### config.mk
export PLATFORM = sky130hd
export DESIGN_NAME = pwm_ramp_ctrl_flat
export DESIGN_NICKNAME = d
export VERILOG_FILES = /design/src/rtl/pwm_ramp_ctrl_if.sv /design/src/rtl/pwm_ramp_ctrl.sv /design/src/flat_wrapper.sv
export SDC_FILE = /design/constraint.sdc
export NUM_CORES = 1
export LEC_CHECK = 0
export BUFFER_PORTS_ARGS = -buffer_cell sky130_fd_sc_hd__clkbuf_2
export CORE_MARGIN = 5
export CORE_UTILIZATION = 55
export CTS_BUF_LIST = sky130_fd_sc_hd__clkbuf_8
export DETAILED_ROUTE_END_ITERATION = 12
export PLACE_DENSITY = 0.76
export SETUP_SLACK_MARGIN = 0.3
export SKIP_CTS_REPAIR_TIMING = 1
export SLEW_MARGIN = 20
export SYNTH_ARGS = -nofsm -noshare
export SYNTH_HDL_FRONTEND = slang
export SYNTH_SLANG_ARGS = --single-unit
### constraint.sdc
create_clock -name clk -period 5.73 [get_ports clk]
set_input_delay 1.146 -clock clk [delete_from_list [all_inputs] [get_ports clk]]
set_output_delay 1.146 -clock clk [all_outputs]
set_load 0.01 [all_outputs]
### src/rtl/pwm_ramp_ctrl_if.sv
`default_nettype none
// ============================================================================
//  Module      : pwm_ramp_ctrl_if
//  Description : Target-duty handshake between a requester (master) and the
//                PWM ramp controller (slave). A target, step size and
//                periods-per-step divider travel together under one
//                valid/ready pair.
//  Signals     : tgt_valid  master->slave  new target offered
//                tgt_ready  slave->master  controller idle, can accept
//                tgt_duty   master->slave  target duty
//                step       master->slave  duty increment per step
//                div        master->slave  PWM periods per step (0 == 1)
//  Revision    : 1.0  initial release
// ============================================================================
interface pwm_ramp_ctrl_if #(
  parameter int WIDTH  = 8,
  parameter int STEP_W = 4,
  parameter int DIV_W  = 8
);
  logic              tgt_valid;
  logic              tgt_ready;
  logic [WIDTH-1:0]  tgt_duty;
  logic [STEP_W-1:0] step;
  logic [DIV_W-1:0]  div;

  modport master (
    output tgt_valid,
    output tgt_duty,
    output step,
    output div,
    input  tgt_ready
  );

  modport slave (
    input  tgt_valid,
    input  tgt_duty,
    input  step,
    input  div,
    output tgt_ready
  );
endinterface
`default_nettype wire

### src/rtl/pwm_ramp_ctrl.sv
`default_nettype none
// ============================================================================
//  Module      : pwm_ramp_ctrl
//  Description : Duty-cycle sequencer for the PWM block. Accepts a target duty
//                over a valid/ready handshake, then slews its duty output
//                toward the target by a programmable step. Duty only changes
//                on the edge where the period counter wraps MAX->0, so no PWM
//                period is ever truncated. The period counter is owned here
//                and exported.
//  Ports       : clk      clock
//                rst      asynchronous, active-high reset
//                tgt      target handshake (slave side of pwm_ramp_ctrl_if)
//                duty     current duty, drives the PWM compare input
//                pwm_cnt  free-running period counter (period = 2**WIDTH)
//                busy     ramp in progress
//                done     one-cycle pulse when duty reaches the target
//  Revision    : 1.0  initial release
// ============================================================================
module pwm_ramp_ctrl #(
  parameter int WIDTH  = 8,
  parameter int STEP_W = 4,
  parameter int DIV_W  = 8
) (
  input  logic              clk,
  input  logic              rst,
  pwm_ramp_ctrl_if.slave    tgt,
  output logic [WIDTH-1:0]  duty,
  output logic [WIDTH-1:0]  pwm_cnt,
  output logic              busy,
  output logic              done
);

  localparam logic [WIDTH-1:0] C_CNT_MAX = {WIDTH{1'b1}};
  localparam logic [DIV_W-1:0] C_DIV_ONE = DIV_W'(1);

  typedef enum logic [0:0] {
    ST_IDLE = 1'b0,
    ST_RAMP = 1'b1
  } state_t;

  state_t              state_q,   state_d;
  logic [WIDTH-1:0]    cnt_q,     cnt_d;
  logic [WIDTH-1:0]    duty_q,    duty_d;
  logic [WIDTH-1:0]    tgt_q,     tgt_d;
  logic [STEP_W-1:0]   step_q,    step_d;
  logic [DIV_W-1:0]    div_q,     div_d;
  logic [DIV_W-1:0]    div_cnt_q, div_cnt_d;
  logic                done_q,    done_d;

  logic                period_end;
  logic [WIDTH:0]      step_ext;
  logic [WIDTH:0]      up_sum;
  logic [WIDTH:0]      dn_diff;
  logic [WIDTH-1:0]    step_duty;
  logic [DIV_W-1:0]    div_eff;

  assign period_end = (cnt_q == C_CNT_MAX);

  // A divider of 0 behaves exactly like 1.
  assign div_eff = (tgt.div == '0) ? C_DIV_ONE : tgt.div;

  // Next duty for one step. The arithmetic is one bit wider than the duty so
  // that overflow above MAX and underflow below 0 are visible and can be
  // clamped to the target instead of wrapping.
  always_comb begin
    step_ext  = (WIDTH+1)'(step_q);
    up_sum    = {1'b0, duty_q} + step_ext;
    dn_diff   = {1'b0, duty_q} - step_ext;
    step_duty = tgt_q;
    if (step_q != '0) begin
      if (tgt_q > duty_q) begin
        if (up_sum < {1'b0, tgt_q}) begin
          step_duty = up_sum[WIDTH-1:0];
        end
      end else begin
        // dn_diff[WIDTH] set means the subtraction went below zero.
        if (!dn_diff[WIDTH] && (dn_diff > {1'b0, tgt_q})) begin
          step_duty = dn_diff[WIDTH-1:0];
        end
      end
    end
  end

  always_comb begin
    cnt_d     = cnt_q + WIDTH'(1);
    state_d   = state_q;
    duty_d    = duty_q;
    tgt_d     = tgt_q;
    step_d    = step_q;
    div_d     = div_q;
    div_cnt_d = div_cnt_q;
    done_d    = 1'b0;

    case (state_q)
      ST_IDLE: begin
        // tgt_ready is high throughout IDLE, so valid alone is an accept.
        if (tgt.tgt_valid) begin
          tgt_d     = tgt.tgt_duty;
          step_d    = tgt.step;
          div_d     = div_eff;
          div_cnt_d = div_eff;
          if (tgt.tgt_duty == duty_q) begin
            done_d = 1'b1;
          end else begin
            state_d = ST_RAMP;
          end
        end
      end

      ST_RAMP: begin
        if (period_end) begin
          // A count of 1 means this period_end is the one that hits zero.
          if (div_cnt_q <= C_DIV_ONE) begin
            duty_d    = step_duty;
            div_cnt_d = div_q;
            if (step_duty == tgt_q) begin
              done_d  = 1'b1;
              state_d = ST_IDLE;
            end
          end else begin
            div_cnt_d = div_cnt_q - C_DIV_ONE;
          end
        end
      end

      default: begin
        state_d = ST_IDLE;
      end
    endcase
  end

  always_ff @(posedge clk or posedge rst) begin
    if (rst) begin
      state_q   <= ST_IDLE;
      cnt_q     <= '0;
      duty_q    <= '0;
      tgt_q     <= '0;
      step_q    <= '0;
      div_q     <= '0;
      div_cnt_q <= '0;
      done_q    <= 1'b0;
    end else begin
      state_q   <= state_d;
      cnt_q     <= cnt_d;
      duty_q    <= duty_d;
      tgt_q     <= tgt_d;
      step_q    <= step_d;
      div_q     <= div_d;
      div_cnt_q <= div_cnt_d;
      done_q    <= done_d;
    end
  end

  // Handshake and status are pure state decodes; no input reaches them
  // combinationally.
  assign tgt.tgt_ready = (state_q == ST_IDLE);
  assign busy          = (state_q == ST_RAMP);
  assign duty          = duty_q;
  assign pwm_cnt       = cnt_q;
  assign done          = done_q;

endmodule
`default_nettype wire

### src/flat_wrapper.sv
// flat-port wrapper written by rule: the top's interface ports become plain ports
module pwm_ramp_ctrl_flat 
#(
  parameter int WIDTH  = 8,
  parameter int STEP_W = 4,
  parameter int DIV_W  = 8
)
  (clk, rst, duty, pwm_cnt, busy, done, tgt_tgt_valid, tgt_tgt_duty, tgt_step, tgt_div, tgt_tgt_ready);
  pwm_ramp_ctrl_if #(.WIDTH(WIDTH), .STEP_W(STEP_W), .DIV_W(DIV_W)) tgt_i ();
  input  logic clk;
  input  logic rst;
  output logic [WIDTH-1:0] duty;
  output logic [WIDTH-1:0] pwm_cnt;
  output logic busy;
  output logic done;
  input wire logic [$bits(tgt_i.tgt_valid)-1:0] tgt_tgt_valid;
  input wire logic [$bits(tgt_i.tgt_duty)-1:0] tgt_tgt_duty;
  input wire logic [$bits(tgt_i.step)-1:0] tgt_step;
  input wire logic [$bits(tgt_i.div)-1:0] tgt_div;
  output wire logic [$bits(tgt_i.tgt_ready)-1:0] tgt_tgt_ready;
  assign tgt_i.tgt_valid = tgt_tgt_valid;
  assign tgt_i.tgt_duty = tgt_tgt_duty;
  assign tgt_i.step = tgt_step;
  assign tgt_i.div = tgt_div;
  assign tgt_tgt_ready = tgt_i.tgt_ready;
  pwm_ramp_ctrl #(.WIDTH(WIDTH), .STEP_W(STEP_W), .DIV_W(DIV_W)) u_core (.clk(clk), .rst(rst), .tgt(tgt_i), .duty(duty), .pwm_cnt(pwm_cnt), .busy(busy), .done(done));
endmodule
==> qor.yml <==
outcome:
  status: "complete, no violations"
cells_and_area:
  final_util_pct: 62.1
  fill_cells: 581
  final_common_cell: "nand2_1"
  area_growth_pct: 10.1
  final_cell_mix: "nand2_1, dfrtp_1, clkbuf_2"
  n_antenna_cell: 0
  drive_above_1_share_pct: 15.2
  fin_nets: 504
detailed_routing:
  routed_wl_mm: 9.37
  routedWlPerCell_um: 17.9
  vias: 3164
  vias_per_cell: 6.05
  drtAntennaViolNets: 0
  drc_errors: 0
  dr.pass1.iters: 5
  drtIter0Drc: 249
sta:
  finalSetupTns_ns: 0
  setup_violations: 0
  skew_ns: 0.0106
  worst_slew_pin_slew_ns: 0.936
  max_clock_freq_mhz: 223
  slew_viol_final: 0
  period_share_pct: 78.1
  max_slew_margin_pct: 37.5
  hold_viol_final: 0
  fin_crit_ns: 4.48
  rsz0062_at_grt: "no"
grt:
  grt_max_degree: 47
  grt_pass1_wl_mm: 15.4
  grt-ovfl-total: 0
  grt_pass1_vias: 3116
  grt_use_total_pct: 23.0
  antenna_found_initial: 0
flow_run:
  maxCapViolations: 0
critical_path:
  crit_cells: 17
  worstPathRequired_ns: 5.88
  r2r_start: "u_core.duty[0]"
  cp_max_fo: 6
  path_buf_inv: 3
  critPathLaunchType: "flip-flop"
  crit_path_frequent_cell: "inv_1"
  setup.worst_path.start: "u_core.duty[0]"
  crit_end: "u_core.done"
  rrSetupSlack_ns: 1.25
  worstPathCellList: "inv_1, ha_1, inv_1, fa_1, a21o_1, a2111oi_2, xnor2_1, inv_1, ha_1, a22oi_1, o211ai_1, a31oi_1, a2111oi_1, nand2_1, a2111oi_1, nor4b_2, o21bai_1"
  cp-end-kind: "flip-flop"
  cp_slowest_cell: "a2111oi_1"
  crit_path_max_incr_delay_ns: 0.54
  worstPathArrival_ns: 4.62
  worst_r2r_endpoint: "u_core.done"
  r2r_cells: 17
  crit_type: "reg2reg"
  cp_top_family: "compound AO/OA/AOI/OAI gates"
hold_path:
  hold_start: "u_core.div_q[5]"
  hold_class: "reg2reg"
placement:
  port_buffers: 41
  routabilityCongestion: 0.984
  dp_hpwl_mm: 7.18
clock_tree:
  cts_tree: "done"
  cts-buffers-inserted: 5
  htree_num_levels: 2
  cts_num_sinks: 46
  cts_root_buffer: "clkbuf_8"
  worstSkewPairLatency_ns: 0.30
  path_clk_slew_ns: 0.09
  max-clock-path-buffers: 2
synth:
  async_reset_ff_share_pct: 100
  ys_seq_elements: 46
  yosys_warnings: 0
  seq_area_frac_synth_pct: 32.3
  netlist_area_sq_um: 3560
  syn-mean-instance-area_sq_um: 8.75
  yosysUniqueCellTypes: 60
  netlist_instances: 407
  synth-edff-count: 0
  syn_nets: 466
  synth_ff_type: "dfrtp_1"
power:
  switchingPower_mw: 0.306
  pwr-share-comb_pct: 31.8
  peakVddDrop_v: 0.000177
  intPower_mw: 0.549
  netSwitchingFraction_pct: 35.8
  p_seq_share_pct: 44.4
  leakage_nw: 1.85
  powerDensity_nw_per_um2: 218
  clock_power_share_pct: 23.8
  total_power_mw: 0.855
floorplan:
  num_rows: 29
  die_h_um: 90.5
  die_w_um: 90.5
  io_pins: 42
  coreArea_sq_um: 6310
  initial_core_util_pct: 56.4
  die_area_sq_um: 8190
cells by family after synthesis:
family          count (synthesis)  share of synthesized area (%)
simple gates                  133                           17.7
compound gates                102                           20.1
buf+inv                        46                           5.27
flops                          46                           32.3
xor+xnor                       37                           9.52
fa+ha+maj                      36                           13.1
mux                             7                           2.11
layout make-up:
type	instances	area [sq um]	area share, %
clock buffers	5	68.8	1.75
clock inverters	3	23.8	0.606
inverters	33	124	3.16
multi-input cells	315	2230	56.9
flip-flops and latches	46	1150	29.3
well taps	77	96.3	2.46
repair buffers	44	228	5.81
Yosys cell counts (2+ instances only):
cell type,count,area share (%)
clkbuf_1,8,0.84
o221ai_1,6,1.5
a211oi_1,8,1.7
buf_2,3,0.42
a2111oi_2,2,0.84
xor2_1,14,3.4
nand2_1,53,5.6
o211ai_1,3,0.63
or4_1,3,0.63
o31a_1,2,0.49
o22ai_1,3,0.53
inv_2,2,0.21
inv_1,31,3.3
a21boi_0,2,0.42
dfrtp_1,46,32
o21ai_0,15,2.1
nor4_1,5,0.88
nor2b_1,4,0.70
or2_1,2,0.35
a31oi_1,7,1.2
mux2i_1,3,0.84
a2111oi_1,2,0.56
o2111ai_2,2,0.84
a2bb2oi_1,2,0.49
ha_1,34,12
nor3_1,10,1.4
a22oi_1,4,0.84
nand3_1,7,0.98
fa_1,2,1.1
nand2b_1,5,0.88
nand4_1,6,1.1
xnor2_2,2,0.91
a21oi_1,18,2.5
o21ai_1,9,1.3
xnor2_1,21,5.2
a21o_1,5,1.1
mux2_1,4,1.3
and2_1,2,0.35
nor2_1,29,3.1
registers in the layout (all words and copies together), names as in the netlist:
register / cells
u_core.div_cnt_q: 8
u_core.div_q: 8
u_core.duty: 8
u_core.pwm_cnt: 8
u_core.tgt_q: 8
u_core.step_q: 4
u_core.busy: 1
u_core.done: 1
worst min-delay path by stage:
stage	to	slack, ns	cells past startpoint
2_1_floorplan	u_core.div_q[7]	0.45	2
3_3_place_gp	u_core.div_q[5]	0.46	2
3_5_place_dp	u_core.div_q[5]	0.47	2
4_1_cts	u_core.div_q[5]	0.49	2
5_1_grt	u_core.div_q[5]	0.52	2
6_report	u_core.div_q[5]	0.49	2
routing by layer:
metal | global-route usage, % | wire length [um] | share of wire (%)
met1 | 32.1 | 4300 | 46
met2 | 35.5 | 4190 | 45
met3 | 5.25 | 630 | 6.7
met4 | 6.45 | 250 | 2.7
met5 | 0 | 0 | 0
through the flow:
| step | cells | hold slack [ns] | instance area [sq um] | setup slack (ns) |
|---|---|---|---|---|
| after floorplan | 407 | 0.445 | 3560 | 1.80 |
| after global placement | 515 | 0.459 | 3820 | 1.50 |
| after detailed placement | 515 | 0.466 | 3820 | 1.35 |
| after CTS | 523 | 0.490 | 3920 | 1.31 |
| after global routing | 523 | 0.515 | 3920 | 0.949 |
| final | 523 | 0.487 | 3920 | 1.25 |
worst register-to-register path: stages, from the launching register on:
cell and delay [ns]:
dfrtp_1 0.46, inv_1 0.09, ha_1 0.15, inv_1 0.05
fa_1 0.40, a21o_1 0.22, a2111oi_2 0.43, xnor2_1 0.25
inv_1 0.08, ha_1 0.32, a22oi_1 0.09, o211ai_1 0.10
a31oi_1 0.06, a2111oi_1 0.54, nand2_1 0.32, a2111oi_1 0.50
nor4b_2 0.11, o21bai_1 0.18
power by group through the flow:
stage | combinational (mW) | clock, mW | sequential [mW]
final | 0.272 | 0.204 | 0.380
after detailed placement | 0.263 | 0 | 0.384
after floorplan | 0.202 | 0 | 0.375
after global placement | 0.259 | 0 | 0.384
after global routing | 0.300 | 0.221 | 0.383
after CTS | 0.266 | 0.208 | 0.378
Power figures use the tool's default switching activity.
